$ cat config.mk
export PLATFORM = sky130hd
export DESIGN_NAME = nth_root_seq
export DESIGN_NICKNAME = d
export VERILOG_FILES = /design/src/rtl/nth_root_pkg.sv /design/src/rtl/nth_root_fxmul.sv /design/src/rtl/nth_root_seq.sv
export SDC_FILE = /design/constraint.sdc
export NUM_CORES = 1
export LEC_CHECK = 0
export CORE_UTILIZATION = 53
export DETAILED_ROUTE_END_ITERATION = 16
export PLACE_DENSITY_LB_ADDON = 0.1
export SYNTH_ARGS = -nofsm -noshare
export SYNTH_HDL_FRONTEND = slang
export SYNTH_SLANG_ARGS = --single-unit
$ cat constraint.sdc
create_clock -name clk -period 19.3 [get_ports clk]
set_input_delay 3.86 -clock clk [delete_from_list [all_inputs] [get_ports clk]]
set_output_delay 3.86 -clock clk [all_outputs]
set_load 0.005 [all_outputs]
$ cat src/rtl/nth_root_pkg.sv
// rtl/nth_root_pkg.sv - shared state encoding and width helpers for the n-th root unit
package nth_root_pkg;

  localparam int DEF_DATA_W = 10;
  localparam int DEF_FRAC_W = 10;
  localparam int DEF_EXP_W  = 3;
  localparam int DEF_RES_W  = DEF_DATA_W + DEF_FRAC_W;
  localparam int DEF_PROD_W = 2 * DEF_RES_W;

  typedef enum logic [2:0] {
    IDLE = 3'd0,
    LOAD = 3'd1,
    MUL  = 3'd2,
    CMP  = 3'd3,
    DONE = 3'd4
  } state_t;

  function automatic int res_w(input int data_w, input int frac_w);
    return data_w + frac_w;
  endfunction

  function automatic int prod_w(input int data_w, input int frac_w);
    return 2 * (data_w + frac_w);
  endfunction

endpackage

$ cat src/rtl/nth_root_fxmul.sv
// rtl/nth_root_fxmul.sv - combinational Q(DATA_W).(FRAC_W) multiply with truncation and saturation
module nth_root_fxmul
  import nth_root_pkg::*;
#(
  parameter int DATA_W = DEF_DATA_W,
  parameter int FRAC_W = DEF_FRAC_W
) (
  input  logic [DATA_W+FRAC_W-1:0] a,
  input  logic [DATA_W+FRAC_W-1:0] b,
  output logic [DATA_W+FRAC_W-1:0] p,
  output logic                     ovf
);

  localparam int RES_W  = res_w(DATA_W, FRAC_W);
  localparam int PROD_W = prod_w(DATA_W, FRAC_W);

  logic [PROD_W-1:0] prod;
  logic [DATA_W-1:0] hi;

  assign prod = {{RES_W{1'b0}}, a} * {{RES_W{1'b0}}, b};
  // Bits above the Q-format window after the FRAC_W shift mean the value no longer fits.
  assign hi   = prod[PROD_W-1 -: DATA_W];
  assign ovf  = |hi;
  assign p    = ovf ? {RES_W{1'b1}} : prod[FRAC_W +: RES_W];

endmodule

$ cat src/rtl/nth_root_seq.sv
// rtl/nth_root_seq.sv - bit-serial fixed-point n-th root; NTH_ROOT_EXACT_EXIT_EN enables early exit on exact hit
module nth_root_seq
  import nth_root_pkg::*;
#(
  parameter int DATA_W = DEF_DATA_W,
  parameter int FRAC_W = DEF_FRAC_W,
  parameter int EXP_W  = DEF_EXP_W
) (
  input  logic                     clk,
  input  logic                     rst,
  input  logic                     in_valid,
  output logic                     in_ready,
  input  logic [DATA_W-1:0]        in_radicand,
  input  logic [EXP_W-1:0]         in_exp,
  output logic                     out_valid,
  output logic [DATA_W+FRAC_W-1:0] out_data,
  output logic                     out_exact,
  output logic                     out_err
);

  localparam int RES_W = res_w(DATA_W, FRAC_W);

`ifdef NTH_ROOT_EXACT_EXIT_EN
  localparam bit EARLY_EXIT = 1'b1;
`else
  localparam bit EARLY_EXIT = 1'b0;
`endif

  state_t state, state_next;

  logic [RES_W-1:0] target;
  logic [EXP_W-1:0] n;
  logic [RES_W-1:0] guess;
  logic [RES_W-1:0] bitp;
  logic [RES_W-1:0] cand;
  logic [RES_W-1:0] acc;
  logic [EXP_W-1:0] cnt;
  logic             ovf;
  logic             exact;
  logic             err;

  logic             accept;
  logic [RES_W-1:0] target_in;
  logic [EXP_W-1:0] cnt_next;
  logic [RES_W-1:0] mul_p;
  logic             mul_ovf;
  logic             cmp_take;
  logic             cmp_exact;

  assign accept    = in_valid && in_ready;
  assign target_in = {in_radicand, {FRAC_W{1'b0}}};
  assign cnt_next  = cnt + 1'b1;
  assign cmp_take  = !ovf && (acc <= target);
  assign cmp_exact = !ovf && (acc == target);

  nth_root_fxmul #(
    .DATA_W(DATA_W),
    .FRAC_W(FRAC_W)
  ) u_fxmul (
    .a  (acc),
    .b  (cand),
    .p  (mul_p),
    .ovf(mul_ovf)
  );

  always_ff @(posedge clk) begin
    if (rst) state <= IDLE;
    else     state <= state_next;
  end

  always_comb begin
    state_next = state;
    unique case (state)
      IDLE: begin
        if (accept) state_next = (in_exp < 2) ? DONE : LOAD;
      end
      LOAD: state_next = MUL;
      MUL: begin
        if (cnt_next == n) state_next = CMP;
      end
      CMP: begin
        if (bitp[0] || (EARLY_EXIT && cmp_exact)) state_next = DONE;
        else                                      state_next = LOAD;
      end
      DONE:    state_next = IDLE;
      default: state_next = IDLE;
    endcase
  end

  always_comb begin
    in_ready  = (state == IDLE) && !rst;
    out_valid = (state == DONE);
    out_data  = out_valid ? guess : '0;
    out_exact = out_valid && exact;
    out_err   = out_valid && err;
  end

  always_ff @(posedge clk) begin
    if (rst) begin
      target <= '0;
      n      <= '0;
      guess  <= '0;
      bitp   <= '0;
      cand   <= '0;
      acc    <= '0;
      cnt    <= '0;
      ovf    <= 1'b0;
      exact  <= 1'b0;
      err    <= 1'b0;
    end else begin
      unique case (state)
        IDLE: begin
          if (accept) begin
            target <= target_in;
            n      <= in_exp;
            guess  <= (in_exp == 1) ? target_in : '0;
            exact  <= (in_exp == 1);
            err    <= (in_exp == 0);
            bitp   <= {1'b1, {(RES_W-1){1'b0}}};
          end
        end
        LOAD: begin
          cand <= guess | bitp;
          acc  <= guess | bitp;
          cnt  <= 1;
          ovf  <= 1'b0;
        end
        MUL: begin
          acc <= mul_p;
          ovf <= ovf | mul_ovf;
          cnt <= cnt_next;
        end
        CMP: begin
          // exact tracks the kept guess, so a rejected candidate leaves it alone
          if (cmp_take) begin
            guess <= cand;
            exact <= cmp_exact;
          end
          bitp <= bitp >> 1;
        end
        default: ;
      endcase
    end
  end

endmodule
==> results.txt, run 1 <==
Worst-Skew Late Latency -> 350 ps
DRT Pass-1 Iters -> 6
Post-synth EDFFs -> 0
Worst Path Required -> 19490 ps
post-synthesis sequential area ratio -> 11.2%
initial antenna violation count -> 2
RSZ-0062 raised after global routing -> false
Initial Utilization -> 54.0%
vias -> 14051
Die Span Y -> 187 microns
share of flip-flops with an asynchronous set or reset -> 0%
GPL Wtd Cong -> 0.942
ant diodes -> 0
leakage -> 9.27 nW
critical path capture point type -> flip-flop
CP max FO -> 22
fmax -> 0.116 GHz
Yosys warnings -> 0
post-synthesis net count -> 2613
Root Driver -> clkbuf_16
synth unique cells -> 59
clock buffer count from CTS -> 9
# DRC -> 0
Reg2Reg Launch Point -> acc[13]
Core Area -> 33700 sq um
Worst R2R Setup Slack -> 10660 ps
CTS Buffer Depth -> 2
dpl cells -> 2496
gr ovfl total -> 0
min cycle time layout -> 8640 ps
outcome -> complete, no violations
skew final -> 6.77 ps
Tot Pwr -> 0.000693 W
synthesized instance count -> 2119
final worst-path cycle share -> 44.8%
hold_sp -> bitp[5]
Final Max Slew Viols -> 0
Peak VDD IR -> 0.0000753 V
worst hold endpoint -> bitp[4]
Hold Path Stages -> 2
worst min-delay path class -> flip-flop to flip-flop
pwr dens -> 36.3 nW/um^2
Worst R2R Path Depth -> 21
Final ANT Viol Nets -> 0
CTS resizes -> 0
# IOs -> 40
Site Rows -> 67
Die W -> 187 microns
H-tree levels -> 3
die area -> 35100 sq um
WL/cell -> 19.2 microns
CP startpoint kind -> flip-flop
vias in the first global route -> 14656
DP Area -> 18800 sq um
Post-CTS Setup Inserts -> 0
actual slew at the worst max-slew pin -> 1320 ps
largest net degree at the start of global routing -> 92
non-filler cells in the finished layout -> 2511
share of layout cells above drive strength 1 -> 3.34%
post-synth design cell area -> 18200 sq um
max-cap viol count -> 0
post-DP HPWL -> 37200 microns
#FFs+latches synth -> 102
syn_area_per_cell -> 8.60 sq um
worst reg2reg endpoint -> acc[19]
main flop type after synthesis -> dfxtp_1
final core utilization -> 56.6%
Total GRT Usage -> 28.9%
first-pass GRT wire length -> 79500 microns
Vias per Instance -> 5.60
buffers added on ports -> 39
relative slew slack -> 11.3%
Routed WL -> 48300 microns
arrival time worst endpoint -> 8830 ps
setup TNS -> 0 ps
WS Path Type -> flip-flop to flip-flop
CTS tree -> done
Reg clk slew, reported paths -> 70 ps
critical path launch point -> acc[13]
1st-iter DRT viols -> 715
final setup violation count -> 0
Layout Nets -> 2553
# clock sinks -> 102
hold-fix buffers at CTS -> 0
Area Growth Syn to Fin -> 4.80%
Hold Vio Cnt, Final -> 0
final instance area -> 19100 sq um
[power by group]
part           switching, W  total [W]  internal, W  leakage, nW
sequential        0.0000477   0.000279     0.000231        0.829
clock             0.0000800   0.000166    0.0000865        0.121
combinational      0.000168   0.000248    0.0000795         8.32
total              0.000296   0.000693     0.000397         9.27
[flip-flops by register name, indices dropped and copies added (netlist names)]
| signal | count |
|---|---|
| acc | 20 |
| bitp | 20 |
| cand | 20 |
| cnt | 3 |
| err | 1 |
| exact | 1 |
| guess | 20 |
| n | 3 |
| ovf | 1 |
| state | 3 |
| target | 10 |
[per-layer routing]
layer | wire length (microns) | track usage [%] | vias up
met1 | 21500 | 40.0 | 7153
li1 | - | - | 6499
met2 | 23600 | 49.0 | 339
met4 | 1140 | 7.29 | 0
met5 | 0 | 0 | -
met3 | 2050 | 2.21 | 60
[how the worst max path moves through the flow]
stage          endpoint  slack, ps  cells after the start
5_1_grt         acc[19]      10170                     21
3_5_place_dp    acc[19]      10690                     21
4_1_cts         acc[19]      10640                     21
6_report        acc[19]      10660                     21
3_3_place_gp   in_ready      10740                      3
2_1_floorplan  in_ready      11420                      1
[final cells by class]
type / instances / area [sq um]
Tap cell: 448 / 561
Fill cell: 3157 / 14600
Clock buffer: 11 / 233
Multi-Input combinational cell: 1506 / 14200
Sequential cell: 102 / 2040
Clock inverter: 4 / 25.0
Timing Repair Buffer: 72 / 636
Inverter: 368 / 1380
[cell usage in the layout, fill, tap and decap left out, drive strengths merged, types with 3 or more instances in the layout]
cell and count:
a211oi 15, a21o 16, a21oi 114, a22oi 22, a311oi 3, a31oi 4, and2 254, and3 23
buf 34, clkbuf 11, clkdlybuf4s50 38, dfxtp 102, fa 319, ha 159, inv 368, nand2 256
nand2b 10, nand3 38, nand3b 7, nand4 24, nor2 53, nor3 20, nor3b 3, nor4 10
o2111ai 3, o211ai 3, o21a 8, o21ai 56, o21bai 6, o2bb2a 4, o31ai 11, o41ai 13
or3 3, xnor2 17, xor2 16
[worst max-delay path, cell delays in order, from the launching register on]
cell and delay, ps:
dfxtp_1 1040, nand2_1 180, fa_1 550, fa_1 510, fa_1 510, inv_1 50
fa_1 550, fa_1 430, fa_1 540, inv_1 60, fa_1 470, inv_1 40
ha_1 400, nand4_2 200, nor3_1 70, a222oi_1 600, a21oi_1 220, or3_1 390
a222oi_1 410, o2111ai_2 540, nor4_4 560, a211oi_1 140
[cell families (layout without fill, tap and decap cells)]
logic type / after synthesis / after routing / share of synthesized area [%]
adders and majority gates: 478 / 478 / 46.0
buffers and inverters: 511 / 455 / 10.9
DFF: 102 / 102 / 11.2
xor gates and xnor gates: 33 / 33 / 1.59
AOI/OAI and AO/OA: 291 / 291 / 10.4
and+or+nand+nor: 704 / 704 / 19.9
[metrics by stage]
step | hold slack (ps) | worst slack (ps)
floorplan | 441 | 11420
global placement | 451 | 10740
detailed placement | 456 | 10690
CTS | 467 | 10640
global route | 489 | 10170
finish | 469 | 10660
[synth_stat cells, drive strengths merged, types with 7 or more instances]
cell type	instances	share of area, %
inv	368	7.6
fa	319	35
nand2	256	5.3
and2	254	8.7
ha	159	11
clkbuf	123	2.5
a21oi	114	3.2
dfxtp	102	11
o21ai	56	1.5
nor2	53	1.1
nand3	38	1.0
nand4	24	0.93
and3	23	0.79
a22oi	22	0.91
buf	20	0.79
nor3	20	0.58
xnor2	17	0.82
a21o	16	0.66
xor2	16	0.77
a211oi	15	0.62
o41ai	13	1.0
o31ai	11	0.45
nand2b	10	0.34
nor4	10	0.46
o21a	8	0.33
nand3b	7	0.29
(Power assumes the default switching activity.)
==> inputs of run 2 (changes only) <==
- clock period: 19.3 -> 9 ns (I/O delays scaled with it)
==> run 2 against run 1 <==
  * Final cell count increased by 0.92%
  * Combinational power increased by 120%
  * Sequential power rose by 120%
  * Wire length rose by 5.5%
  * Fmax increased by 0.78%
  * Critical endpoint unchanged
  * Largest power group unchanged
  * Highest routed layer unchanged
==> results.txt, run 2 (same netlist as run 1, synthesis figures left out) <==
outcome -> complete, no violations
Routed WL -> 50900 microns
most frequent cells in the layout -> 368 x inv_1, 319 x fa_1, 256 x nand2_1
Total GRT Usage -> 30.5%
buffers added on ports -> 39
largest net degree at the start of global routing -> 58
vias -> 14201
Fill cells -> 3139
leakage -> 9.41 nW
RSZ-0062 raised after global routing -> false
Die W -> 187 microns
arrival time worst endpoint -> 8780 ps
critical path launch point -> cand[11]
vias in the first global route -> 14965
Site Rows -> 67
final core utilization -> 57.3%
relative slew slack -> 12.3%
Worst R2R Setup Slack -> 430 ps
Die Span Y -> 187 microns
first-pass GRT wire length -> 82800 microns
post-DP HPWL -> 40200 microns
Worst setup endpoint -> acc[19]
GPL Wtd Cong -> 0.960
Final ANT Viol Nets -> 0
H-tree levels -> 3
Reg2Reg Launch Point -> cand[11]
max-cap viol count -> 0
clock buffer count from CTS -> 9
Post-CTS Setup Inserts -> 0
CTS resizes -> 0
final worst-path cycle share -> 95.2%
pwr dens -> 80.8 nW/um^2
Vias per Instance -> 5.60
Root Driver -> clkbuf_16
actual slew at the worst max-slew pin -> 1310 ps
WS Path Type -> flip-flop to flip-flop
CP startpoint kind -> flip-flop
Area Growth Syn to Fin -> 5.94%
Peak VDD IR -> 0.0000996 V
# DRC -> 0
skew final -> 8.82 ps
most common cell after layout, fill and taps aside -> inv_1
Reg clk slew, reported paths -> 70 ps
Initial Utilization -> 54.0%
worst reg2reg endpoint -> acc[19]
initial antenna violation count -> 0
worst min-delay path class -> flip-flop to flip-flop
die area -> 35100 sq um
critical path capture point type -> flip-flop
WHS -> 466 ps
fmax -> 0.117 GHz
DRT Pass-1 Iters -> 7
Final Max Slew Viols -> 0
share of layout cells above drive strength 1 -> 4.46%
slowest stage cell, crit path -> dfxtp_1
hold-fix buffers at CTS -> 0
Core Area -> 33700 sq um
CTS tree -> done
min cycle time layout -> 8570 ps
Hold Vio Cnt, Final -> 0
Worst path max stage delay -> 860 ps
Worst Path Required -> 9210 ps
WL/cell -> 20.1 microns
family with the most delay on the worst path -> adder cells
Crit path depth -> 22
gr ovfl total -> 0
Worst R2R Path Depth -> 22
1st-iter DRT viols -> 856
# IOs -> 40
CP max FO -> 10
Crit path top cell by count -> fa_1
Layout Nets -> 2575
ant diodes -> 0
# clock sinks -> 102
Worst-Skew Late Latency -> 350 ps
setup TNS -> 0 ps
worst path cell trace -> buf_4 > nand2_1 > fa_1 > inv_1 > fa_1 > fa_1 > fa_1 > fa_1 > fa_1 > inv_1 > fa_1 > inv_1 > ha_1 > nand4_1 > nor3_2 > o2111ai_1 > o2111a_1 > or3b_1 > a222oi_1 > o2111ai_2 > nor4_4 > a211oi_1
CTS Buffer Depth -> 2
CP bufs+invs -> 4
final setup violation count -> 0
run 2: layer usage:
layer / up-vias / GRT usage (%) / part of all wire [%]
met2: 446 / 50.6 / 47
met3: 90 / 2.65 / 5.3
met5: - / 0 / 0
met4: 0 / 11.9 / 4.3
met1: 7101 / 41.5 / 43
li1: 6564 / - / -
run 2: layout make-up:
cell class                      instances  area, sq um  share of cell area [%]
Sequential cell                       102         2040                    10.6
Tap cell                              448          561                    2.90
Clock inverter                          4         45.0                   0.233
Inverter                              368         1380                    7.16
Timing Repair Buffer                   94          801                    4.15
Clock buffer                           12          256                    1.33
Multi-Input combinational cell       1506        14200                    73.6
run 2: tightest hold or removal path, cell delays in order (launching register included):
cell and delay [ps]:
dfxtp_1 320, nand2_1 60, a21oi_1 50
run 2: how the worst min path moves through the flow:
stage	start	to	slack, ps	depth (start not counted)
2_1_floorplan	ovf	ovf	440	2
3_3_place_gp	bitp[6]	bitp[5]	450	2
3_5_place_dp	bitp[11]	bitp[10]	460	2
4_1_cts	bitp[8]	bitp[7]	470	2
5_1_grt	bitp[8]	bitp[7]	490	2
6_report	bitp[8]	bitp[7]	470	2
run 2: report_power, final:
part	leakage, nW	switching (W)	internal [W]	total, W
Clock	0.152	0.000168	0.000230	0.000398
Combinational	8.43	0.000356	0.000186	0.000542
Sequential	0.829	0.000123	0.000496	0.000619
run 2: metrics by stage:
step / power (W) / std cells / setup slack, ps / area, sq um
2_1_floorplan: 0.000915 / 2119 / 2080 / 18200
3_3_place_gp: 0.00115 / 2518 / 776 / 19000
3_5_place_dp: 0.00116 / 2518 / 567 / 19000
4_1_cts: 0.00156 / 2534 / 514 / 19300
5_1_grt: 0.00164 / 2534 / 76.9 / 19300
6_report: 0.00156 / 2534 / 428 / 19300
